`src/rtl/cpu_pkg.sv`:
```
// Shared types and constants for the instruction-memory boot loader:
// FSM state encoding, error codes and the frame byte order.
package cpu_pkg;

  typedef enum logic [2:0] {
    ST_IDLE    = 3'd0,
    ST_LEN_HI  = 3'd1,
    ST_LEN_LO  = 3'd2,
    ST_DATA_HI = 3'd3,
    ST_DATA_LO = 3'd4,
    ST_CHECK   = 3'd5,
    ST_DONE    = 3'd6,
    ST_ERROR   = 3'd7
  } boot_state_e;

  localparam logic [1:0] ERR_NONE = 2'd0;
  localparam logic [1:0] ERR_LEN  = 2'd1;
  localparam logic [1:0] ERR_CHK  = 2'd2;
  localparam logic [1:0] ERR_TMO  = 2'd3;

  // Words travel high byte first on the wire.
  localparam logic FRAME_HI_FIRST = 1'b1;

  function automatic logic [15:0] pack_word(input logic [7:0] first_b,
                                            input logic [7:0] second_b);
    logic [15:0] w;
    if (FRAME_HI_FIRST) begin
      w = {first_b, second_b};
    end else begin
      w = {second_b, first_b};
    end
    return w;
  endfunction

endpackage

```
`src/rtl/boot_byte_assembler.sv`:
```
// Pairs stream bytes into 16-bit words, keeps the running XOR checksum of the
// frame and raises word_valid for one cycle after each completed word.
module boot_byte_assembler
  import cpu_pkg::*;
(
  input  logic        clk,
  input  logic        rst,
  input  logic        clr,
  input  logic        take_first,
  input  logic        take_second,
  input  logic        xor_en,
  input  logic [7:0]  byte_data,
  output logic        word_valid,
  output logic [15:0] word,
  output logic [7:0]  checksum
);

  logic [7:0]  first_q, first_d;
  logic [15:0] word_q, word_d;
  logic        word_valid_q, word_valid_d;
  logic [7:0]  chk_q, chk_d;

  // Next-state for byte pairing and checksum.
  always_comb begin
    first_d      = first_q;
    word_d       = word_q;
    word_valid_d = 1'b0;
    chk_d        = chk_q;
    if (take_first) begin
      first_d = byte_data;
    end else begin
      first_d = first_q;
    end
    if (take_second) begin
      word_d       = pack_word(first_q, byte_data);
      word_valid_d = 1'b1;
    end else begin
      word_d       = word_q;
      word_valid_d = 1'b0;
    end
    if (clr) begin
      chk_d = 8'h00;
    end else if (xor_en) begin
      chk_d = chk_q ^ byte_data;
    end else begin
      chk_d = chk_q;
    end
  end

  // Assembler state registers.
  always_ff @(posedge clk or negedge rst) begin
    if (!rst) begin
      first_q      <= 8'h00;
      word_q       <= 16'h0000;
      word_valid_q <= 1'b0;
      chk_q        <= 8'h00;
    end else begin
      first_q      <= first_d;
      word_q       <= word_d;
      word_valid_q <= word_valid_d;
      chk_q        <= chk_d;
    end
  end

  assign word_valid = word_valid_q;
  assign word       = word_q;
  assign checksum   = chk_q;

endmodule

```
`src/rtl/imem_boot_loader.sv`:
```
// Boot loader: receives a length-prefixed, XOR-checked byte frame, writes the
// words into instruction memory and holds the CPU in reset until verified.
module imem_boot_loader
  import cpu_pkg::*;
#(
  parameter logic [15:0] MAX_WORDS = 16'd256,
  parameter logic [15:0] BASE_ADDR = 16'h0000,
  parameter logic [15:0] ADDR_STEP = 16'd4,
  parameter logic [15:0] TIMEOUT   = 16'd65535
) (
  input  logic        clk,
  input  logic        rst,
  input  logic        start,
  input  logic [7:0]  in_data,
  input  logic        in_valid,
  output logic        in_ready,
  output logic        imem_we,
  output logic [15:0] imem_addr,
  output logic [15:0] imem_wdata,
  output logic        cpu_hold,
  output logic        done,
  output logic        err,
  output logic [1:0]  err_code,
  output logic [15:0] words_loaded
);

  boot_state_e state_q, state_d;
  logic [7:0]  len_hi_q, len_hi_d;
  logic [15:0] len_q, len_d;
  logic [15:0] words_q, words_d;
  logic [15:0] addr_q, addr_d;
  logic [15:0] tmo_q, tmo_d;
  logic        done_q, done_d;
  logic        err_q, err_d;
  logic [1:0]  err_code_q, err_code_d;
  logic        hold_q, hold_d;

  logic        ready_s, accept_s, start_s;
  logic [15:0] len_s, words_next_s;
  logic [7:0]  chk_s;
  logic [15:0] word_s;
  logic        word_valid_s;

  assign ready_s = (state_q == ST_LEN_HI)  || (state_q == ST_LEN_LO) ||
                   (state_q == ST_DATA_HI) || (state_q == ST_DATA_LO) ||
                   (state_q == ST_CHECK);
  assign accept_s     = in_valid & ready_s;
  assign start_s      = start & ((state_q == ST_IDLE) || (state_q == ST_DONE) ||
                                 (state_q == ST_ERROR));
  assign len_s        = {len_hi_q, in_data};
  assign words_next_s = words_q + 16'd1;

  boot_byte_assembler u_asm (
    .clk         (clk),
    .rst         (rst),
    .clr         (start_s),
    .take_first  (accept_s && (state_q == ST_DATA_HI)),
    .take_second (accept_s && (state_q == ST_DATA_LO)),
    .xor_en      (accept_s && (state_q != ST_CHECK)),
    .byte_data   (in_data),
    .word_valid  (word_valid_s),
    .word        (word_s),
    .checksum    (chk_s)
  );

  // Frame FSM, address generation and idle timeout.
  always_comb begin
    state_d    = state_q;
    len_hi_d   = len_hi_q;
    len_d      = len_q;
    words_d    = words_q;
    addr_d     = addr_q;
    tmo_d      = tmo_q;
    done_d     = done_q;
    err_d      = err_q;
    err_code_d = err_code_q;
    hold_d     = hold_q;

    case (state_q)
      ST_IDLE, ST_DONE, ST_ERROR: begin
        if (start_s) begin
          state_d    = ST_LEN_HI;
          words_d    = 16'd0;
          tmo_d      = 16'd0;
          done_d     = 1'b0;
          err_d      = 1'b0;
          err_code_d = ERR_NONE;
          hold_d     = 1'b1;
        end else begin
          state_d = state_q;
        end
      end
      ST_LEN_HI: begin
        if (accept_s) begin
          len_hi_d = in_data;
          state_d  = ST_LEN_LO;
        end else begin
          len_hi_d = len_hi_q;
        end
      end
      ST_LEN_LO: begin
        if (accept_s) begin
          len_d = len_s;
          if ((len_s == 16'd0) || (len_s > MAX_WORDS)) begin
            state_d    = ST_ERROR;
            err_d      = 1'b1;
            err_code_d = ERR_LEN;
          end else begin
            state_d = ST_DATA_HI;
          end
        end else begin
          len_d = len_q;
        end
      end
      ST_DATA_HI: begin
        if (accept_s) begin
          state_d = ST_DATA_LO;
        end else begin
          state_d = state_q;
        end
      end
      ST_DATA_LO: begin
        if (accept_s) begin
          // Address of this word uses the pre-increment count.
          addr_d  = BASE_ADDR + (words_q * ADDR_STEP);
          words_d = words_next_s;
          if (words_next_s == len_q) begin
            state_d = ST_CHECK;
          end else begin
            state_d = ST_DATA_HI;
          end
        end else begin
          words_d = words_q;
        end
      end
      ST_CHECK: begin
        if (accept_s) begin
          if (in_data == chk_s) begin
            state_d = ST_DONE;
            done_d  = 1'b1;
            hold_d  = 1'b0;
          end else begin
            state_d    = ST_ERROR;
            err_d      = 1'b1;
            err_code_d = ERR_CHK;
          end
        end else begin
          state_d = state_q;
        end
      end
      default: begin
        state_d = ST_IDLE;
      end
    endcase

    // An accepted byte always beats the timeout in the same cycle.
    if (ready_s) begin
      if (accept_s) begin
        tmo_d = 16'd0;
      end else if (tmo_q == (TIMEOUT - 16'd1)) begin
        tmo_d      = 16'd0;
        state_d    = ST_ERROR;
        err_d      = 1'b1;
        err_code_d = ERR_TMO;
      end else begin
        tmo_d = tmo_q + 16'd1;
      end
    end else begin
      tmo_d = tmo_d;
    end
  end

  // Loader state registers.
  always_ff @(posedge clk or negedge rst) begin
    if (!rst) begin
      state_q    <= ST_IDLE;
      len_hi_q   <= 8'h00;
      len_q      <= 16'd0;
      words_q    <= 16'd0;
      addr_q     <= BASE_ADDR;
      tmo_q      <= 16'd0;
      done_q     <= 1'b0;
      err_q      <= 1'b0;
      err_code_q <= ERR_NONE;
      hold_q     <= 1'b1;
    end else begin
      state_q    <= state_d;
      len_hi_q   <= len_hi_d;
      len_q      <= len_d;
      words_q    <= words_d;
      addr_q     <= addr_d;
      tmo_q      <= tmo_d;
      done_q     <= done_d;
      err_q      <= err_d;
      err_code_q <= err_code_d;
      hold_q     <= hold_d;
    end
  end

  assign in_ready     = ready_s;
  assign imem_we      = word_valid_s;
  assign imem_wdata   = word_s;
  assign imem_addr    = addr_q;
  assign cpu_hold     = hold_q;
  assign done         = done_q;
  assign err          = err_q;
  assign err_code     = err_code_q;
  assign words_loaded = words_q;

endmodule

```
`config.mk`:
```
export PLATFORM = sky130hd
export DESIGN_NAME = imem_boot_loader
export DESIGN_NICKNAME = d
export VERILOG_FILES = /design/src/rtl/cpu_pkg.sv /design/src/rtl/boot_byte_assembler.sv /design/src/rtl/imem_boot_loader.sv
export SDC_FILE = /design/constraint.sdc
export NUM_CORES = 1
export LEC_CHECK = 0
export CAP_MARGIN = 20
export CORE_MARGIN = 1
export CORE_UTILIZATION = 51
export DETAILED_ROUTE_END_ITERATION = 16
export PLACE_DENSITY_LB_ADDON = 0.3
export SKIP_CTS_REPAIR_TIMING = 1
export SYNTH_ARGS = -nofsm -noshare
export SYNTH_HDL_FRONTEND = slang
export SYNTH_HIERARCHICAL = 1
export SYNTH_SLANG_ARGS = --single-unit
```
`constraint.sdc`:
```
create_clock -name clk -period 2.3 [get_ports clk]
set_clock_uncertainty 0.2 [all_clocks]
set_input_delay 0.575 -clock clk [delete_from_list [all_inputs] [get_ports clk]]
set_output_delay 0.575 -clock clk [all_outputs]
set_load 0.005 [all_outputs]
```
# --- Yosys cells after proc, flatten, opt, wreduce, memory -nomap -nowiden ---
# Cells that the tools add are included.
# Widths: inputs -> output; s select.
op_classes:
  reduce_logical: 24
  eq_ne: 15
  addsub: 2
  magnitude_cmp: 1
  mux: 49
  n_div: 0
  n_bitwise: 3
  shifts: 0
  n_mul: 0
op_table:
  columns: ["cell", "n"]
  rows:
  - ["$mux 16", 6]
  - ["$mux 3", 11]
  - ["$add 16x1->16 const B", 2]
  - ["$pmux 16 s2", 1]
  - ["$pmux 3 s6", 1]
  - ["$eq 16x16->1", 1]
  - ["$eq 16x16->1 const B", 1]
  - ["$gt 16x9->1 const B", 1]
  - ["$logic_not 16->1", 1]
  - ["$mux 1", 16]
  - ["$mux 2", 8]
  - ["$mux 8", 2]
  - ["$eq 3x3->1 const B", 4]
  - ["$reduce_bool 2->1", 5]
  - ["$eq 8x8->1", 1]
  - ["$reduce_and 2->1", 4]
  - ["$xor 8x8->8", 1]
  - ["$logic_or 1x1->1", 7]
  - ["$eq 3x2->1 const B", 2]
  - ["$ne 2x2->1 const B", 3]
  - ["$pmux 2 s3", 1]
  - ["$pmux 1 s2", 2]
  - ["$reduce_and 4->1", 1]
  - ["$eq 3x1->1 const B", 1]
  - ["other kinds (8)", 11]
word_totals:
  output_inout_bits: 55
  latchBits: 0
  mem_bits_ro: 0
  mem_count: 0
  ram_bits: 0
  ff_bits: 111
  in_bits: 12
  word_cells: 108

# --- Logic depth before layout (Yosys ltp) ---
logic_depth:
  word_depth: 11
  mapped_depth: 9
  ltp_nobuf: 8

# --- By module ---
# Netlist, hierarchy kept.
by_module_without_submodules:
  columns: ["mod", "cells_each", "seq_area_each_um2", "instances", "area_per_inst_um2"]
  rows:
  - ["imem_boot_loader", 470, 1953.1, 1, 4329.2]
  - ["boot_byte_assembler", 87, 825.8, 1, 1376.3]

# --- Least setup slack after synthesis ---
# No wires, ideal clock.
synth_timing:
  path_kind: "register -> register"
  startpoint: "register words_q[0], in the netlist words_loaded[0]"
  endpoint: "register state_q[1]"
  t_arrival_ns: 2.203
  stages_incl_launch_ff: 8
  setup_ns: 0.124
  synth_period_minus_slack_ns: 2.527
  n_path_buf: 0
  slack_ns: -0.227
  t_required_ns: 1.976
  path_cell_list: "dfrtp_1 ha_1 nand3_2 or3_1 a21oi_1 o2111ai_1 or4_1 o31a_1"
synth_via:
  elab_chain_len: 8
synth_lines:
  columns: ["item", "line", "source"]
  rows:
  - ["start, declared", "imem_boot_loader.sv:30", "logic [15:0] words_q, words_d;"]
  - ["start signal, assigned", "imem_boot_loader.sv:190", "words_q <= words_d;"]
  - ["$add 16x1->16 (*)", "imem_boot_loader.sv:51", "assign words_next_s = words_q + 16'd1;"]
  - ["$eq 16x16->1 (*)", "imem_boot_loader.sv:127", "if (words_next_s == len_q) begin"]
  - ["$mux 3 (*)", "imem_boot_loader.sv:127", null]
  - ["$mux 3 (*)", "imem_boot_loader.sv:123", "if (accept_s) begin"]
  - ["$pmux 3 s6 (*)", "imem_boot_loader.sv:79", "case (state_q)"]
  - ["$mux 3", "imem_boot_loader.sv:160", "end else if (tmo_q == (TIMEOUT - 16'd1)) begin"]
  - ["$mux 3", "imem_boot_loader.sv:158", "if (accept_s) begin"]
  - ["$mux 3 (*)", "imem_boot_loader.sv:157", "if (ready_s) begin"]
  - ["net state_d[1]", "imem_boot_loader.sv:27", "boot_state_e state_q, state_d;"]
  - ["end signal, assigned", "imem_boot_loader.sv:187", "state_q <= state_d;"]
  - ["end, declared", "imem_boot_loader.sv:27", null]
# The timed path passes the listed nets; every way through them passes the cells marked *.
# A chain may end at the register's enable or synchronous reset.

# --- Final worst setup path ---
# Ends and elaborated chain as after synthesis.

==> qor.csv <==
metric;value;unit
r2r_cells;7;
cts_tree;built;
critical_path_depth;7;
dp.cells;803;
cp_cell_sequence;buf_4 -> and3_1 -> buf_4 -> and3_4 -> o21a_1 -> or4_4 -> o31a_1;
drc_errors;0;
crit_required;2.39;ns
rows;38;
drtPass1Iterations;4;
nFillCells;866;
clk_latency;0.39;ns
initial_core_util;52.4;%
cts_buffer_depth;2;
worst_setup_path_start_kind;flip-flop;
cp-end-kind;flip-flop;
hold_viol;0;
ant_nets;0;
die_w;108;um
grt_max_degree;40;
cts.clk_slew.worst_paths;0.11;ns
cp.buffers_inverters;2;
htreeDepth;3;
violations;negative setup slack;
synth_seq_cells;111;
synth_area_leaders;dfrtp_1, mux2_2, nand2_1;
max_freq;412;MHz
worst_pin_slew;0.604;ns
timing.rr.end;state_q[1]$_DFF_PN0_;
critical_path.max_stage_delay;0.55;ns
diodes;0;
slew_violations;0;
post-route-period-util;106;%
synth_most_common_cell;dfrtp_1;
globalplace.congestion;0.862;
rsz0062_at_grt;true;
timing.rr.start;words_loaded[0]$_DFFE_PN0P_;
grt_pass1_wl;21900;um
via_per_inst;5.67;
ys_types;62;
core-area;10900;um2
cp.arrival;2.52;ns
clock-sinks;111;
routed_wl;13500;um
hold_class;reg -> reg;
drive_above_1_share;27.6;%
area_growth_syn_to_layout;28.9;%
synthCells;557;
yosys-top-cells-count;dfrtp_1, nand2_1, mux2_2, o21ai_0, nor2_1;
yosysSeqAreaShare;48.7;%
avgSynthCellArea;10.2;um2
grt-ovfl-total;0;
crit_top_cell;buf_4;
grt_antenna_before_repair;0;
wl_per_cell;16.4;um
pin_count;67;
dieArea;11600;um2
fin_crit;2.43;ns
cp_max_fo;5;
status;complete, but fails checks;
min_to;imem_addr[8]$_DFFE_PN0P_;
die_h;108;um
post-route-util;67.5;%
grt_usage;24.6;%
drt_iter0_markers;188;
crit_type;reg -> reg;
clockRootBuffer;clkbuf_8;
yosys.area.top_type;dfrtp_1;
hpwl;9590;um
critical_path.slowest_cell;or4_4;
yosysWarnings;6;
instances_no_fill;826;
hold_start;imem_addr[8]$_DFFE_PN0P_;
pre_cts_ws;-0.559;ns
relSlewSlack;59.7;%
rrSetupSlack;-0.13;ns
grt_pass1_vias;4453;
cp_top_family;simple AND/OR/NAND/NOR gates;
synth_top_cell_area_share;48.2;%
p_leak;0.00332;uW
p_per_area;975;nW/um2
cts_buffers;9;
cap_violations;0;
synth_area;5710;um2
numPortBuffers;64;
route.vias.total;4685;
synth-edff-count;0;
finalSetupViolCount;2;
hold_depth;2;
worst_ir_drop_vdd;0.629;mV
ys_async_sr_fraction;100;%
finalNetCount;696;
setup_slack;-0.129;ns
ys.flop_type;dfrtp_1;
flip-flops by register name (all words and copies together) (netlist names):
name,cells
u_asm/word,16
cpu_hold,1
err,1
u_asm/word_valid,1
done,1
state_q,3
words_loaded,16
u_asm/first_q,8
len_q,16
tmo_q,16
imem_addr,14
err_code,2
len_hi_q,8
u_asm/checksum,8
final cells by class:
cell class              count  area [um2]  share of cell area [%]
multi-input cells         404        2770                    37.7
inverters                   7        26.3                   0.357
well taps                 140         175                    2.38
flip-flops and latches    111        2790                    38.0
repair buffers            148        1380                    18.7
clock inverters             6        75.1                    1.02
clock buffers              10         138                    1.87
worst reg2reg max path: stages, from the launching register on:
cell and delay, ns:
dfrtp_2 0.44, buf_4 0.16, and3_1 0.20, buf_4 0.14
and3_4 0.19, o21a_1 0.19, or4_4 0.55, o31a_1 0.26
worst max path at each step:
stage	startpoint	to	slack, ns
final	words_loaded[0]$_DFFE_PN0P_	state_q[1]$_DFF_PN0_	-0.13
after global routing	words_loaded[1]$_DFFE_PN0P_	state_q[1]$_DFF_PN0_	-0.18
after CTS	state_q[1]$_DFF_PN0_	in_ready	-0.29
after detailed placement	in_data[3]	err_code[1]$_DFF_PN0_	-0.56
after global placement	in_data[4]	state_q[2]$_DFF_PN0_	-0.55
after floorplan	words_loaded[1]$_DFFE_PN0P_	state_q[1]$_DFF_PN0_	-0.04
power by group:
part	leakage, uW	switching, uW	internal, uW
Clock	0.000105	705	551
Combinational	0.00179	1250	1660
Sequential	0.00142	442	2550
kinds of logic after synthesis:
family	synth area share (%)
other	0.0657
AOI/OAI and AO/OA	13.7
adders and majority gates	0.658
DFF	48.7
xor gates and xnor gates	5.22
muxes	10.3
and+or+nand+nor	16.9
buffers and inverters	4.47
per-stage QoR:
stage / power, uW / instance area (um2) / TNS (ns) / hold slack (ns)
4_1_cts: 7130 / 7190 / -1.45 / -0.0761
2_1_floorplan: 4700 / 5740 / -0.0458 / 0.0794
6_report: 7170 / 7350 / -0.230 / 0.288
3_5_place_dp: 5860 / 6980 / -13.81 / 0.266
5_1_grt: 7600 / 7350 / -0.411 / 0.312
3_3_place_gp: 5770 / 6980 / -12.40 / 0.256
placed cells by master (no fill, tap or decap), drive strengths merged, types with 4 or more instances in the layout:
cell type      synthesis  routed
dfrtp                110     110
buf                   20      84
nand2                 75      75
clkdlybuf4s50          0      51
mux2                  49      49
o21ai                 48      48
nor2                  31      31
xor2                  21      21
a21oi                 20      20
nand3                 18      18
xnor2                 13      13
o31ai                 13      13
dlymetal6s2s           0      11
clkbuf                16      11
inv                    7      10
and3                   9       9
a31oi                  8       8
nand3b                 8       8
a21bo                  8       8
nor3                   8       8
nand4                  7       7
or3                    7       7
nor2b                  6       6
nor4                   4       4
and4                   4       4
o41ai                  4       4
a211oi                 4       4
per-layer routing:
metal | up-vias | share of wire (%) | track usage [%]
met1 | 2328 | 46 | 32.1
met2 | 111 | 49 | 41.2
li1 | 2229 | - | -
met5 | - | 0 | 0
met3 | 17 | 3.6 | 3.33
met4 | 0 | 1.7 | 9.78
Note: power is estimated with default switching activity, not from simulation.
